`config.mk`:
```
export PLATFORM = sky130hd
export DESIGN_NAME = apb_rr_requester
export DESIGN_NICKNAME = d
export VERILOG_FILES = /design/src/rtl/apb_pkg.sv /design/src/rtl/apb_rr_arbiter.sv /design/src/rtl/apb_rr_requester.sv
export SDC_FILE = /design/constraint.sdc
export NUM_CORES = 1
export LEC_CHECK = 0
export ABC_AREA = 1
export BUFFER_PORTS_ARGS = -buffer_cell sky130_fd_sc_hd__buf_4
export CAP_MARGIN = 0
export CORE_AREA = 2 2 114 116
export DETAILED_ROUTE_END_ITERATION = 8
export DIE_AREA = 0 0 116 118
export PLACE_DENSITY = 0.82
export SETUP_SLACK_MARGIN = 0.4
export SYNTH_ARGS = -nofsm -noshare
export SYNTH_HDL_FRONTEND = slang
export SYNTH_SLANG_ARGS = --single-unit
```
`constraint.sdc`:
```
create_clock -name pclk -period 4.8 [get_ports pclk]
set_clock_uncertainty 0.15 [all_clocks]
set_input_delay 0.72 -clock pclk [delete_from_list [all_inputs] [get_ports pclk]]
set_output_delay 0.72 -clock pclk [all_outputs]
set_load 0.005 [all_outputs]
```
`src/rtl/apb_pkg.sv`:
```
// Shared types and constants for the round-robin APB requester.
// Holds the FSM state encoding, default timing parameters and the psel one-hot helper.
package apb_pkg;

    typedef enum logic [1:0] {
        ST_IDLE,
        ST_SETUP,
        ST_ACCESS,
        ST_DERR
    } state_t;

    localparam int TIMEOUT_DEF = 16;
    localparam int SEL_LSB_DEF = 8;

    localparam logic [2:0] PPROT_PRIV   = 3'b001;
    localparam logic [2:0] PPROT_NONSEC = 3'b010;
    localparam logic [2:0] PPROT_INSTR  = 3'b100;

    // The slave index is two bits wide, so at most four select lines exist.
    function automatic logic [3:0] onehot(input logic [1:0] idx);
        return 4'b0001 << idx;
    endfunction

endpackage

```
`src/rtl/apb_rr_arbiter.sv`:
```
// Round-robin arbiter: grants the first requester at or after the pointer,
// and moves the pointer past the winner whenever a grant is taken.
module apb_rr_arbiter
    import apb_pkg::*;
#(
    parameter int NREQ = 2
) (
    input  logic            pclk,
    input  logic            preset,
    input  logic [NREQ-1:0] req,
    input  logic            advance,
    output logic [NREQ-1:0] grant,
    output logic            any
);

    localparam int PW = (NREQ > 1) ? $clog2(NREQ) : 1;

    logic [PW-1:0] ptr;
    logic [PW-1:0] ptr_next;
    logic [PW-1:0] j;

    always_comb begin
        grant    = '0;
        any      = 1'b0;
        ptr_next = ptr;
        j        = '0;
        for (int k = 0; k < NREQ; k++) begin
            j = PW'((int'(ptr) + k) % NREQ);
            if (!any && req[j]) begin
                grant[j] = 1'b1;
                any      = 1'b1;
                ptr_next = (int'(j) == NREQ - 1) ? '0 : j + 1'b1;
            end
        end
    end

    always_ff @(posedge pclk or negedge preset) begin
        if (!preset) begin
            ptr <= '0;
        end else if (advance && any) begin
            ptr <= ptr_next;
        end
    end

endmodule

```
`src/rtl/apb_rr_requester.sv`:
```
// APB requester sharing one bus among NREQ local requesters: round-robin grant,
// address decode to psel, SETUP/ACCESS sequencing with timeout, one response per transfer.
module apb_rr_requester
    import apb_pkg::*;
#(
    parameter int NREQ    = 2,
    parameter int NSLV    = 4,
    parameter int SEL_LSB = SEL_LSB_DEF,
    parameter int TIMEOUT = TIMEOUT_DEF
) (
    input  logic               pclk,
    input  logic               preset,
    input  logic [NREQ-1:0]    req_valid,
    input  logic [NREQ*32-1:0] req_addr,
    input  logic [NREQ-1:0]    req_write,
    input  logic [NREQ*32-1:0] req_wdata,
    input  logic [NREQ*4-1:0]  req_strb,
    input  logic [NREQ*3-1:0]  req_prot,
    output logic [NREQ-1:0]    req_ready,
    output logic [NREQ-1:0]    rsp_valid,
    output logic [31:0]        rsp_rdata,
    output logic               rsp_err,
    output logic [31:0]        paddr,
    output logic               pwrite,
    output logic [2:0]         pprot,
    output logic [31:0]        pwdata,
    output logic [3:0]         pstrb,
    output logic [NSLV-1:0]    psel,
    output logic               penable,
    input  logic [31:0]        prdata,
    input  logic               pready,
    input  logic               pslverr
);

    localparam int CW = $clog2(TIMEOUT + 1);

    state_t          state;
    state_t          state_next;
    logic [NREQ-1:0] grant;
    logic            any;
    logic            arb_en;
    logic            accept;
    logic            done;
    logic            abort;
    logic [31:0]     sel_addr;
    logic [31:0]     sel_wdata;
    logic            sel_write;
    logic [3:0]      sel_strb;
    logic [2:0]      sel_prot;
    logic [1:0]      sel_idx;
    logic            sel_derr;
    logic [NREQ-1:0] owner;
    logic            cur_write;
    logic [CW-1:0]   cnt;

    apb_rr_arbiter #(.NREQ(NREQ)) u_arb (
        .pclk    (pclk),
        .preset  (preset),
        .req     (req_valid),
        .advance (arb_en),
        .grant   (grant),
        .any     (any)
    );

    // Arbitration happens only while the bus is free or the current transfer is finishing.
    assign arb_en    = (state == ST_IDLE) || (state == ST_ACCESS && pready);
    assign accept    = arb_en && any;
    assign req_ready = arb_en ? grant : '0;
    assign done      = (state == ST_ACCESS) && pready;
    assign abort     = (state == ST_ACCESS) && !pready && (cnt == CW'(TIMEOUT - 1));

    always_comb begin
        sel_addr  = '0;
        sel_wdata = '0;
        sel_write = 1'b0;
        sel_strb  = '0;
        sel_prot  = '0;
        for (int i = 0; i < NREQ; i++) begin
            if (grant[i]) begin
                sel_addr  = req_addr[32*i +: 32];
                sel_wdata = req_wdata[32*i +: 32];
                sel_write = req_write[i];
                sel_strb  = req_strb[4*i +: 4];
                sel_prot  = req_prot[3*i +: 3];
            end
        end
    end

    assign sel_idx  = sel_addr[SEL_LSB +: 2];
    assign sel_derr = (|(sel_addr >> (SEL_LSB + 2))) || (int'(sel_idx) >= NSLV);

    always_comb begin
        state_next = state;
        case (state)
            ST_IDLE: begin
                if (accept) state_next = sel_derr ? ST_DERR : ST_SETUP;
            end
            ST_SETUP: state_next = ST_ACCESS;
            ST_ACCESS: begin
                if (pready) begin
                    if (accept) state_next = sel_derr ? ST_DERR : ST_SETUP;
                    else        state_next = ST_IDLE;
                end else if (abort) begin
                    state_next = ST_IDLE;
                end
            end
            ST_DERR: state_next = ST_IDLE;
            default: state_next = ST_IDLE;
        endcase
    end

    always_ff @(posedge pclk or negedge preset) begin
        if (!preset) begin
            state     <= ST_IDLE;
            cnt       <= '0;
            owner     <= '0;
            cur_write <= 1'b0;
            paddr     <= '0;
            pwrite    <= 1'b0;
            pprot     <= '0;
            pwdata    <= '0;
            pstrb     <= '0;
            psel      <= '0;
            penable   <= 1'b0;
            rsp_valid <= '0;
            rsp_rdata <= '0;
            rsp_err   <= 1'b0;
        end else begin
            state <= state_next;
            cnt   <= (state == ST_ACCESS && state_next == ST_ACCESS) ? cnt + 1'b1 : '0;
            if (accept) begin
                owner     <= grant;
                cur_write <= sel_write;
            end
            // Bus fields only move when a decoded transfer enters SETUP.
            if (state_next == ST_SETUP) begin
                paddr  <= sel_addr;
                pwrite <= sel_write;
                pprot  <= sel_prot;
                pwdata <= sel_wdata;
                pstrb  <= sel_strb;
                psel   <= NSLV'(onehot(sel_idx));
            end else if (state_next != ST_ACCESS) begin
                psel <= '0;
            end
            penable   <= (state_next == ST_ACCESS);
            rsp_valid <= (done || abort || state == ST_DERR) ? owner : '0;
            rsp_err   <= (done && pslverr) || abort || (state == ST_DERR);
            rsp_rdata <= (done && !cur_write && !pslverr) ? prdata : '0;
        end
    end

endmodule
```
## After elaboration in Yosys (flattened, before gate mapping)

Index checks and enable logic that the tools add are counted.

- Bits of input ports: 182
- Output and inout bits: 114
- Register bits: 123
- Logic and storage cells: 95

- Eq/ne operators: 7
- Add/sub/neg operators: 4
- Bitwise gates (word level): 1
- Reductions and logical operators: 25
- Shift operators: 1
- Muxes and demuxes: 38
- Magnitude comparators: 4

Operators with widths:

| cell | count |
|---|---|
| $mux 32 | 5 |
| $reduce_or 22->1 | 1 |
| $mux 2 | 9 |
| $mux 4 | 4 |
| $mux 1 | 14 |
| $logic_and 1x1->1 | 11 |
| $pmux 2 s4 | 1 |
| $eq 2x2->1 const B | 3 |
| $mux 3 | 2 |
| $add 5x1->5 const B | 1 |
| $eq 5x4->1 const B | 1 |
| $logic_or 1x1->1 | 5 |
| $mux 5 | 1 |
| $eq 2x1->1 const B | 2 |
| $logic_not 1->1 | 4 |
| $lt 1x2->1 const B | 2 |
| $reduce_bool 2->1 | 2 |
| $shl 1x2->4 const A | 1 |
| $add 1x1->1 const B | 3 |
| $demux 1 s1 | 2 |
| $ge 1x1->1 const B | 2 |
| $logic_not 2->1 | 1 |
| $ne 2x2->1 const B | 1 |
| $or 2x2->2 | 1 |
| $reduce_and 2->1 | 1 |

## Logic depth before layout (Yosys ltp)

- Word-level depth: 17
- Gate-level depth with buffers: 13
- Depth with buffers taken out: 11

## Modules after synthesis

Synthesis repeated with hierarchy kept, for this count alone.

- Cells, all modules: 679
- Area, all modules: 5,970.7 µm²

By module, submodules not included:

| module | seq. area each (µm²) | cells an instance | times used | area each (µm²) |
|---|---|---|---|---|
| apb_rr_requester | 3,052.9 | 668 | 1 | 5,904.4 |
| apb_rr_arbiter | 25.0 | 11 | 1 | 66.3 |

## Least setup slack after synthesis

Ideal clock, no wire load.

- Kind: input port to flip-flop
- Start point: input port req_valid[0]
- End point: register paddr[0]
- Data arrival time: 1,965 ps
- Data required time: 4,585 ps
- Stages on the path: 12
- Path buffers: 3
- Slack: 2,620 ps
- Setup time: 65 ps
- Cells stage by stage: buf_2 > buf_2 > nand3_1 > nand2_1 > nor2_1 > nand2_1 > nor2_1 > nand2_1 > nor2_4 > buf_6 > nand3_1 > nand2_1

- Cells in the longest elaborated chain, start to end: 14
- Elaborated cells between the ends (all ways): 21
- Those cells by class: eq/ne: 1; mux: 15; bitwise: 1; reduce/logical: 4

RTL lines:

| what | RTL line | RTL |
|---|---|---|
| start: declaration | apb_rr_requester.sv:13 | `input logic [NREQ-1:0] req_valid,` |
| $mux 1 (not written as such) (2 in series) | apb_rr_arbiter.sv:29 | `if (!any && req[j]) begin` |
| $mux 1 | apb_rr_arbiter.sv:29 |  |
| $logic_not 1->1 | apb_rr_arbiter.sv:29 |  |
| $logic_and 1x1->1 | apb_rr_arbiter.sv:29 |  |
| $mux 2 | apb_rr_arbiter.sv:29 |  |
| $mux 32 (2 in series) | apb_rr_requester.sv:79 | `if (grant[i]) begin` |
| $reduce_or 22->1 | apb_rr_requester.sv:90 | `assign sel_derr = (\|(sel_addr >> (SEL_LSB + 2))) \|\| (int'(sel_idx) >= NSLV);` |
| $mux 2 | apb_rr_requester.sv:96, apb_rr_requester.sv:101 |  |
| $mux 2 | apb_rr_requester.sv:101 | `if (accept) state_next = sel_derr ? ST_DERR : ST_SETUP;` |
| $mux 2 | apb_rr_requester.sv:100 | `if (pready) begin` |
| $pmux 2 s4 | apb_rr_requester.sv:94 | `case (state)` |
| $eq 2x1->1 | apb_rr_requester.sv:136 | `if (state_next == ST_SETUP) begin` |
| end signal: assignment | apb_rr_requester.sv:137 | `paddr <= sel_addr;` |
| end: declaration | apb_rr_requester.sv:23 | `output logic [31:0] paddr,` |

Several ways; a longest one is shown, not always the timed one. The select of a mux whose other input is x is not followed.
A chain may end at the register's enable or synchronous reset.

## Final worst setup path

- Start point: input port req_valid[1]
- End point: output port req_ready[0]

- Cells in the longest elaborated chain, start to end: 7
- Elaborated cells between the ends (all ways): 11
- Those cells by class: mux: 8; bitwise: 1; reduce/logical: 2

RTL lines:

| what | RTL line | RTL |
|---|---|---|
| $mux 1 (not written as such) (2 in series) | apb_rr_arbiter.sv:29 |  |
| $mux 1 | apb_rr_arbiter.sv:29 |  |
| $logic_not 1->1 | apb_rr_arbiter.sv:29 |  |
| $logic_and 1x1->1 | apb_rr_arbiter.sv:29 |  |
| $mux 2 (*) | apb_rr_arbiter.sv:29 |  |
| $mux 2 (*) | apb_rr_requester.sv:68 | `assign req_ready = arb_en ? grant : '0;` |
| end: declaration | apb_rr_requester.sv:19 | `output logic [NREQ-1:0] req_ready,` |

Mark *: on every way between the ends. The rest lies on a longest branch, timed or not. The select of a mux whose other input is x is not followed.

==> results.cfg <==
[run_status]
status = completed

[clocking]
postCtsSetupBuffers = 0
clk_pin_slew_ps = 60
cts.repair.resized = 0
clkLatencyLatePin_ps = 410
cts_root_buf = clkbuf_16
cts_sinks = 123
cts_buffers = 17
cts_hold_buf = 0
cts_htree_levels = 4
tritoncts = done
cts_buffer_depth = 2

[final_layout]
instances_no_fill = 1129
fin_area_mm2 = 0.00859
regArea_mm2 = 0.00308
antennaDiodeCount = 0
final_common_cell = buf_4
fillers = 1026
mostFrequentLayoutCells = 304 x buf_4, 154 x nand2_1, 123 x dfrtp_1
final_nets = 1129
multi_input_area_mm2 = 0.00209
drive_gt1_frac = 0.359
area_growth_pct = 51.1

[timing]
hold_violations = 0
fmax_mhz = 335
layout_setup_ws_ps = 1820
rsz0062_at_grt = false
final.period_utilization = 0.621
slew_violations = 0
slew_headroom = 0.444
setup_viol = 0
layout_min_cycle_time_ps = 2980
tightest_slew_ps = 833
tns_ps = 0

[floorplan]
initial_utilization = 0.458
ios = 296
coreArea_mm2 = 0.0124
num_rows = 41
die_y_um = 118
dieArea_mm2 = 0.0137
dieWidth_um = 116

[synth]
ys_top_cells_by_area = dfrtp_1 54%, nand2_1 10%, nand3_1 8.6%
netlist-cell-type-count = 25
yosysWarnings = 0
synth_top_area_share = 0.541
netlist_area_mm2 = 0.00569
syn_nets = 851
synth_seq_cells = 123
yosysTopAreaCell = dfrtp_1
synth_cells = 667
avgSynthCellArea_um2 = 8.53
seq_area_frac_synth = 0.541

[drt]
first_pass_iters = 7
routed-via-count = 5652
met2RoutedLength_um = 8660
wire_per_inst_um = 15.5
drc = 0
wl_met3_um = 1070
wl_met1_um = 7060
topRoutingLayerUsed = met4
wirelength_um = 17500
first_iter_violations = 547
via_per_inst = 5.01
antenna_left = 0

[critical_path]
rrSetupSlack_ps = 1890
cp.arrival_ps = 2110
r2r-start = u_arb.ptr
worstRegToRegCells = 11
cpMostUsedCell = buf_4
crit_fanout = 38
crit_path_cell_trace = buf_4 -> nand2_2 -> nand2_1 -> nor2_1 -> buf_4
path_class = in -> out
r2r-end = pwdata[21]
crit_path_end_kind = output port
cp-start-kind = primary input
worstPathRequired_ps = 3930
slowest_delay_ps = 610
crit_path_top_delay_cell = nand2_2

[grt]
grt_pass1_vias = 5485
grt_pass1_wl_um = 27800
overflow = 0
grt_max_degree = 74
track_usage = 0.263
antenna_found_initial = 0

[power_and_ir_drop]
power_density_mw_per_mm2 = 377
total_power_mw = 3.24
switchingPower_mw = 0.948
intPower_mw = 2.29
vdd_drop_max_v = 0.000239
pwr-share-clk = 0.418
seqPwrFrac = 0.351
p_comb_frac = 0.231
swShare = 0.292
leakage_nw = 4.91

[place]
port-buffer-count = 295
place.gp.congestion = 0.899
postPlaceCellArea_mm2 = 0.00797
hpwl_um = 12500
dp.cells = 1098
pre_cts_ws_ps = 1470

[job]
max_cap_violations = 0

[worst_hold_path]
worst_hold_path_type = in -> async
worst max-delay path, delay by kind of cell:
| family | cells | cell delay [ps] |
|---|---|---|
| buffers and inverters | 2 | 330 |
| and+or+nand+nor | 3 | 1050 |
layer usage:
metal  GRT usage  vias to the layer above
met5           0                        -
met4       0.124                        0
met3      0.0659                       52
met2       0.414                      234
met1       0.337                     2648
li1            -                     2718
cell families after synthesis:
kind of cell | synth area share
AND/OR/NAND/NOR | 0.262
buffers and inverters | 0.0935
AO/OA/AOI/OAI | 0.0972
XOR/XNOR | 0.00154
flip-flops | 0.541
adder cells (fa/ha/maj) | 0.00440
sequential cells by signal, summed over array words and instances (netlist names):
signal	cells
pstrb	4
penable	1
state	2
pprot	3
rsp_rdata	32
u_arb.ptr	1
paddr	32
cnt	5
pwrite	1
rsp_err	1
owner	2
cur_write	1
psel	4
pwdata	32
rsp_valid	2
synthesized netlist by cell type:
cell type / count
o22ai_1: 2
or2_2: 1
nor3b_1: 1
buf_1: 1
buf_6: 6
nand2_2: 1
inv_2: 3
nand2_1: 154
inv_1: 76
nand4_2: 1
nand3_1: 98
nand4_1: 2
clkbuf_1: 21
a21boi_1: 1
dfrtp_1: 123
nor2_4: 1
o21ai_0: 7
a21boi_0: 1
xor2_1: 1
ha_1: 2
o21ai_1: 2
nor2_1: 96
buf_2: 17
a32o_1: 48
nor2_2: 1
worst max-delay path by stage:
stage / from / endpoint / cells past startpoint
finish: req_valid[1] / req_ready[0] / 5
global route: req_valid[1] / pwdata[30] / 11
CTS: req_valid[1] / req_ready[0] / 5
detailed placement: req_valid[1] / paddr[1] / 11
global placement: req_valid[1] / pwdata[14] / 11
floorplan: req_valid[0] / paddr[0] / 12
per-stage QoR:
step                      hold slack [ps]  utilization
after global routing                  326        0.692
after detailed placement              306        0.642
after floorplan                       274            -
after CTS                             289        0.692
final                                 253        0.692
after global placement                297        0.642
area by class of cell:
type,instances,area share
tap,172,0.0250
clock buffer,18,0.0511
timing repair buffer,304,0.266
inverter,79,0.0345
sequential,123,0.358
multi-input combinational,420,0.244
clock inverter,13,0.0220
power by group through the flow:
stage          sequential [mW]  combinational [mW]  clock (mW)
6_report                  1.14               0.750        1.35
5_1_grt                   1.14               0.838        1.42
4_1_cts                   1.14               0.753        1.37
3_5_place_dp              1.16               0.748           0
3_3_place_gp              1.15               0.742           0
2_1_floorplan             1.16               0.429           0
(Power assumes the default switching activity.)
